File: src/rtl/aes_rkey_arbiter.sv
// Round-key store for an AES datapath: host-loaded key slots, shared by an encrypt and a
// decrypt core through a single round-robin read port with one-cycle latency.
module aes_rkey_arbiter #(
  parameter int unsigned NKEYS = 15
) (
  input  logic         clk,
  input  logic         reset,
  input  logic [1:0]   key_len,
  input  logic         wr_en,
  input  logic [3:0]   wr_addr,
  input  logic [127:0] wr_data,
  output logic         keys_ready,
  input  logic         req0,
  input  logic [3:0]   addr0,
  output logic [127:0] key0,
  output logic         valid0,
  input  logic         req1,
  input  logic [3:0]   addr1,
  output logic [127:0] key1,
  output logic         valid1,
  output logic         addr_err
);

  logic [127:0]     slots [NKEYS];
  logic [NKEYS-1:0] mask_q, mask_d;
  logic [1:0]       key_len_q;
  logic             keys_ready_q, keys_ready_d;
  logic             valid0_q, valid1_q, addr_err_q;
  logic [127:0]     key0_q, key1_q;
  logic             prio_q;  // requester that wins when both are eligible

  logic [3:0]   nr;
  logic         nr_ok;
  logic         len_changed;
  logic         wr_hit;
  logic [15:0]  mask_pad;
  logic [15:0]  need;
  logic         all_loaded;
  logic         elig0, elig1;
  logic         gnt0, gnt1;
  logic [3:0]   rd_addr;
  logic         rd_oor;
  logic [127:0] rd_data;

  always_comb begin
    nr    = 4'd0;
    nr_ok = 1'b1;
    case (key_len)
      2'b01:   nr = 4'd10;
      2'b10:   nr = 4'd12;
      2'b11:   nr = 4'd14;
      default: nr_ok = 1'b0;
    endcase
  end

  assign len_changed = (key_len != key_len_q);
  assign wr_hit      = wr_en && ({1'b0, wr_addr} < 5'(NKEYS));

  // Slots beyond NKEYS read as unloaded, so a schedule that does not fit never becomes ready.
  always_comb begin
    mask_pad = '0;
    mask_pad[NKEYS-1:0] = mask_q;
    for (int i = 0; i < 16; i++) begin
      need[i] = (i <= int'(nr));
    end
    all_loaded = nr_ok && ((mask_pad & need) == need);
  end

  always_comb begin
    mask_d = len_changed ? '0 : mask_q;
    if (wr_hit) begin
      mask_d[wr_addr] = 1'b1;
    end
    keys_ready_d = all_loaded && !wr_en && !len_changed;
  end

  assign elig0 = req0 && keys_ready_q && !wr_en && !valid0_q;
  assign elig1 = req1 && keys_ready_q && !wr_en && !valid1_q;

  always_comb begin
    if (elig0 && elig1) begin
      gnt0 = !prio_q;
      gnt1 = prio_q;
    end else begin
      gnt0 = elig0;
      gnt1 = elig1;
    end
  end

  assign rd_addr = gnt1 ? addr1 : addr0;
  assign rd_oor  = (rd_addr > nr);

  always_comb begin
    rd_data = '0;
    if (!rd_oor && ({1'b0, rd_addr} < 5'(NKEYS))) begin
      rd_data = slots[rd_addr];
    end
  end

  always_ff @(posedge clk) begin
    if (!reset && wr_hit) begin
      slots[wr_addr] <= wr_data;
    end
  end

  always_ff @(posedge clk) begin
    if (reset) begin
      key_len_q    <= key_len;
      mask_q       <= '0;
      keys_ready_q <= 1'b0;
      valid0_q     <= 1'b0;
      valid1_q     <= 1'b0;
      addr_err_q   <= 1'b0;
      key0_q       <= '0;
      key1_q       <= '0;
      prio_q       <= 1'b0;
    end else begin
      key_len_q    <= key_len;
      mask_q       <= mask_d;
      keys_ready_q <= keys_ready_d;
      valid0_q     <= gnt0;
      valid1_q     <= gnt1;
      addr_err_q   <= (gnt0 || gnt1) && rd_oor;
      if (gnt0) begin
        key0_q <= rd_data;
        prio_q <= 1'b1;
      end
      if (gnt1) begin
        key1_q <= rd_data;
        prio_q <= 1'b0;
      end
    end
  end

  assign keys_ready = keys_ready_q;
  assign valid0     = valid0_q;
  assign valid1     = valid1_q;
  assign addr_err   = addr_err_q;
  assign key0       = key0_q;
  assign key1       = key1_q;

endmodule

File: config.mk
export PLATFORM = sky130hd
export DESIGN_NAME = aes_rkey_arbiter
export DESIGN_NICKNAME = d
export VERILOG_FILES = /design/src/rtl/aes_rkey_arbiter.sv
export SDC_FILE = /design/constraint.sdc
export NUM_CORES = 2
export LEC_CHECK = 0
export CAP_MARGIN = 15
export CORE_MARGIN = 1
export CORE_UTILIZATION = 49
export CTS_BUF_LIST = sky130_fd_sc_hd__clkbuf_8
export CTS_CLUSTER_DIAMETER = 50
export DETAILED_ROUTE_END_ITERATION = 16
export GPL_TIMING_DRIVEN = 0
export HOLD_SLACK_MARGIN = 0.03
export PLACE_DENSITY_LB_ADDON = 0.05
export SETUP_SLACK_MARGIN = 0.15
export SYNTH_ARGS = -nofsm -noshare
export SYNTH_HDL_FRONTEND = slang
export SYNTH_SLANG_ARGS = --single-unit
File: constraint.sdc
create_clock -name clk -period 13.32 [get_ports clk]
set_clock_uncertainty 0.05 [all_clocks]
set_input_delay 2.664 -clock clk [delete_from_list [all_inputs] [get_ports clk]]
set_output_delay 2.664 -clock clk [all_outputs]
set_load 0.02 [all_outputs]
==> metrics.md <==
| Metric | Value |
|---|---|
| Most frequent cells in the layout | `edfxtp_1, nand3_1, o21ai_0` |
| CP bufs+invs | `7` |
| Min cycle time layout | `7.57 ns` |
| PwrDens | `approximately 130 nW/um^2` |
| Core Footprint | `185,000 sq um` |
| Die area | `between 150,000 and 200,000 sq um` |
| IO Port Bufs | `401` |
| Syn nets | `7,282` |
| Final setup viols | `0` |
| Setup Crit Path Kind | `in -> reg` |
| Syn. warnings | `0` |
| Vias in the first global route | `66.3k` |
| Slew HR | `0.166` |
| Total GRT Usage | `0.333` |
| First-pass GRT wire length | `455,000 microns` |
| # resized after CTS | `0` |
| Max Slew Vio Count | `0` |
| Prevailing post-synth register cell | `edfxtp_1` |
| Clock-pin transition on the worst setup and hold timing paths | `0.07 ns` |
| Num CTS Buffers | `381` |
| Fmax | `roughly 0.13 GHz` |
| CTS tree | `built` |
| Mapped Cells | `7,134` |
| Mean Syn Cell Area | `12.8 sq um` |
| Synthesized cell area | `roughly 91,000 sq um` |
| Worst setup EP type | `flip-flop` |
| ANT nets after route | `0` |
| Clock H-tree levels | `5` |
| DPL Wire Length | `220,000 microns` |
| Post-synthesis sequential area ratio | `0.692` |
| Fraction of layout cells with a size suffix above 1 | `0.0982` |
| Initial DRT Pass Iterations | `6` |
| Worst-margin pin slew | `~1.2 ns` |
| CP Max Fanout | `10` |
| Hold Buf Count CTS | `0` |
| Crit path cell chain | `clkdlybuf4s50_1 > and4bb_2 > buf_4 > buf_4 > nand3_1 > nand2_1 > clkbuf_1 > ha_1 > nand4_1 > a32oi_2 > nor4_2 > nor2_4 > buf_16 > clkbuf_1 > buf_2 > o211ai_1` |
| CP required | `~14 ns` |
| Number of flops mapped to enable cells by yosys | `between 1.5k and 2k` |
| Max incr delay on CP | `a little over 0.8 ns` |
| Die H | `434 microns` |
| Slowest-stage cell, CP | `clkbuf_1` |
| Post-CTS setup buffer count | `0` |
| Area Growth Syn to Fin | `18.2%` |
| Clk Latency, worst-skew pair | `1.13 ns` |
| Gpl congestion | `0.953` |
| DR vias | `69.3k` |
| Outcome | `complete, no violations` |
| Power, Total | `14,200 uW` |
| Synthesized flop and latch total | `2,198` |
| Asr flop ratio synth | `0` |
| Initial antenna violation count | `30` |
| Leak pwr | `0.0348 uW` |
| Critical path data arrival time | `8.45 ns` |
| Top delay family on crit path | `buffers and inverters` |
| Design area | `108,000 sq um` |
| Rows | `~160` |
| Hold Crit Class | `reg -> reg` |
| Grt total ovfl | `0` |
| MaxCap Viol Count | `0` |
| Via density | `6.38` |
| Initial Util | `0.493` |
| Post-Place Cell Area | `101,000 sq um` |
| Total Routed Length | `319,000 microns` |
| CTS max path bufs | `4` |
| Clock root cell | `clkbuf_8` |
| Hold Vio Cnt, Final | `0` |
| TritonCTS Sinks | `2,198` |
| Tcrit/Tclk final | `0.568` |
| RSZ-0062 raised after global routing | `no` |
| Layout Nets | `8,196` |
| Commonest non-fill, non-tap cell in the layout | `edfxtp_1` |
| WL per Instance | `29.4 microns` |
| Worst vdd ir | `76.4 uV` |
| Die width | `434 microns` |
| I/O pin count | `407` |
| DRT iter0 DRCs | `8,768` |
| DRC Markers | `0` |
| Startpoint Class | `input pin` |
| Pin count of the biggest net entering global routing | `32` |
| Setup TNS | `0 ns` |
| Netlist cell types | `60` |
## path summary, 6_finish.rpt
kind	start	endpoint	slack, ns	cells after the start
setup reg to reg	keys_ready	key0[11]	7.65	15
setup / recovery	wr_en	key0[11]	5.75	16
hold / removal	mask_q[0]	mask_q[0]	0.39	1
hold reg to reg	mask_q[0]	mask_q[0]	0.39	1
## worst reg2reg max path, stage by stage (launching register included)
cell and delay [ns]:
dfxtp_1 0.58, and4bb_2 0.34, buf_4 0.19, buf_4 0.20, nand3_1 0.18, nand2_1 0.17, clkbuf_1 0.71, ha_1 0.32
nand4_1 0.12, a32oi_2 0.33, nor4_2 0.14, nor2_4 0.46, buf_16 0.25, clkbuf_1 0.85, buf_2 0.47, o211ai_1 0.14
## registers in the layout, summed over array words and instances, names as in the netlist
| signal | count |
|---|---|
| key_len_q | 2 |
| key1 | 128 |
| prio_q | 1 |
| key0 | 128 |
| slots | 1920 |
| addr_err | 1 |
| valid0 | 1 |
| keys_ready | 1 |
| mask_q | 15 |
| valid1 | 1 |
## through the flow
step / hold WS, ns / std cells / utilization / worst slack, ns
finish: 0.394 / 10900 / 0.583 / 5.75
global route: 0.421 / 10800 / 0.583 / 5.72
global placement: 0.375 / 10000 / 0.532 / -8.75
floorplan: 0.368 / 7134 / - / 0.314
detailed placement: 0.381 / 10100 / 0.544 / 4.82
CTS: 0.396 / 10800 / 0.582 / 5.96
## cells by family (layout without fill, tap and decap cells)
| logic type | after synthesis | after routing | synth area share |
|---|---|---|---|
| adder cells (fa/ha/maj) | 1 | 1 | 0.000137 |
| XOR/XNOR | 2 | 2 | 0.000192 |
| AO/OA/AOI/OAI | 2342 | 2342 | 0.174 |
| flip-flops | 2198 | 2198 | 0.692 |
| multiplexers | 1 | 1 | 0.000110 |
| other | 0 | 33 | 0 |
| AND/OR/NAND/NOR | 1889 | 1889 | 0.101 |
| buffers and inverters | 701 | 1917 | 0.0322 |
## final cells by class
cell class / count / area (sq um)
diodes: 33 / 82.6
plain buffers: 699 / 2950
clock buffers: 429 / 5900
clock inverters: 256 / 1200
fillers: 15200 / 77300
inverters: 2 / 7.51
multi-input cells: 4235 / 25300
flip-flops and latches: 2198 / 63200
well taps: 2480 / 3100
repair buffers: 531 / 6200
## cell usage after synthesis, types with 128 or more instances
| master | number | share of area |
|---|---|---|
| edfxtp_1 | 1920 | 0.63 |
| nand3_1 | 774 | 0.042 |
| o21ai_0 | 649 | 0.036 |
| clkbuf_1 | 529 | 0.022 |
| nand2_1 | 524 | 0.022 |
| dfxtp_1 | 278 | 0.061 |
| nand2b_1 | 259 | 0.018 |
| o211ai_1 | 258 | 0.021 |
| a21oi_1 | 255 | 0.014 |
| o2111ai_1 | 252 | 0.024 |
| a211oi_1 | 246 | 0.020 |
| nor2_1 | 146 | 0.0060 |
| and3_1 | 132 | 0.0090 |
| a22oi_1 | 128 | 0.011 |
| a31oi_1 | 128 | 0.0088 |
## routing by layer
layer	GRT usage	wire [microns]
met1	0.466	129000
met3	0.0702	31900
met4	0.164	15800
met2	0.496	142000
met5	0	40
## report_power, final
group | internal, uW | leakage [uW] | switching (uW)
sequential | 7560 | 0.0195 | 17.8
clock | 3050 | 0.00421 | 2770
combinational | 224 | 0.0111 | 623
Power figures use the tool's default switching activity.
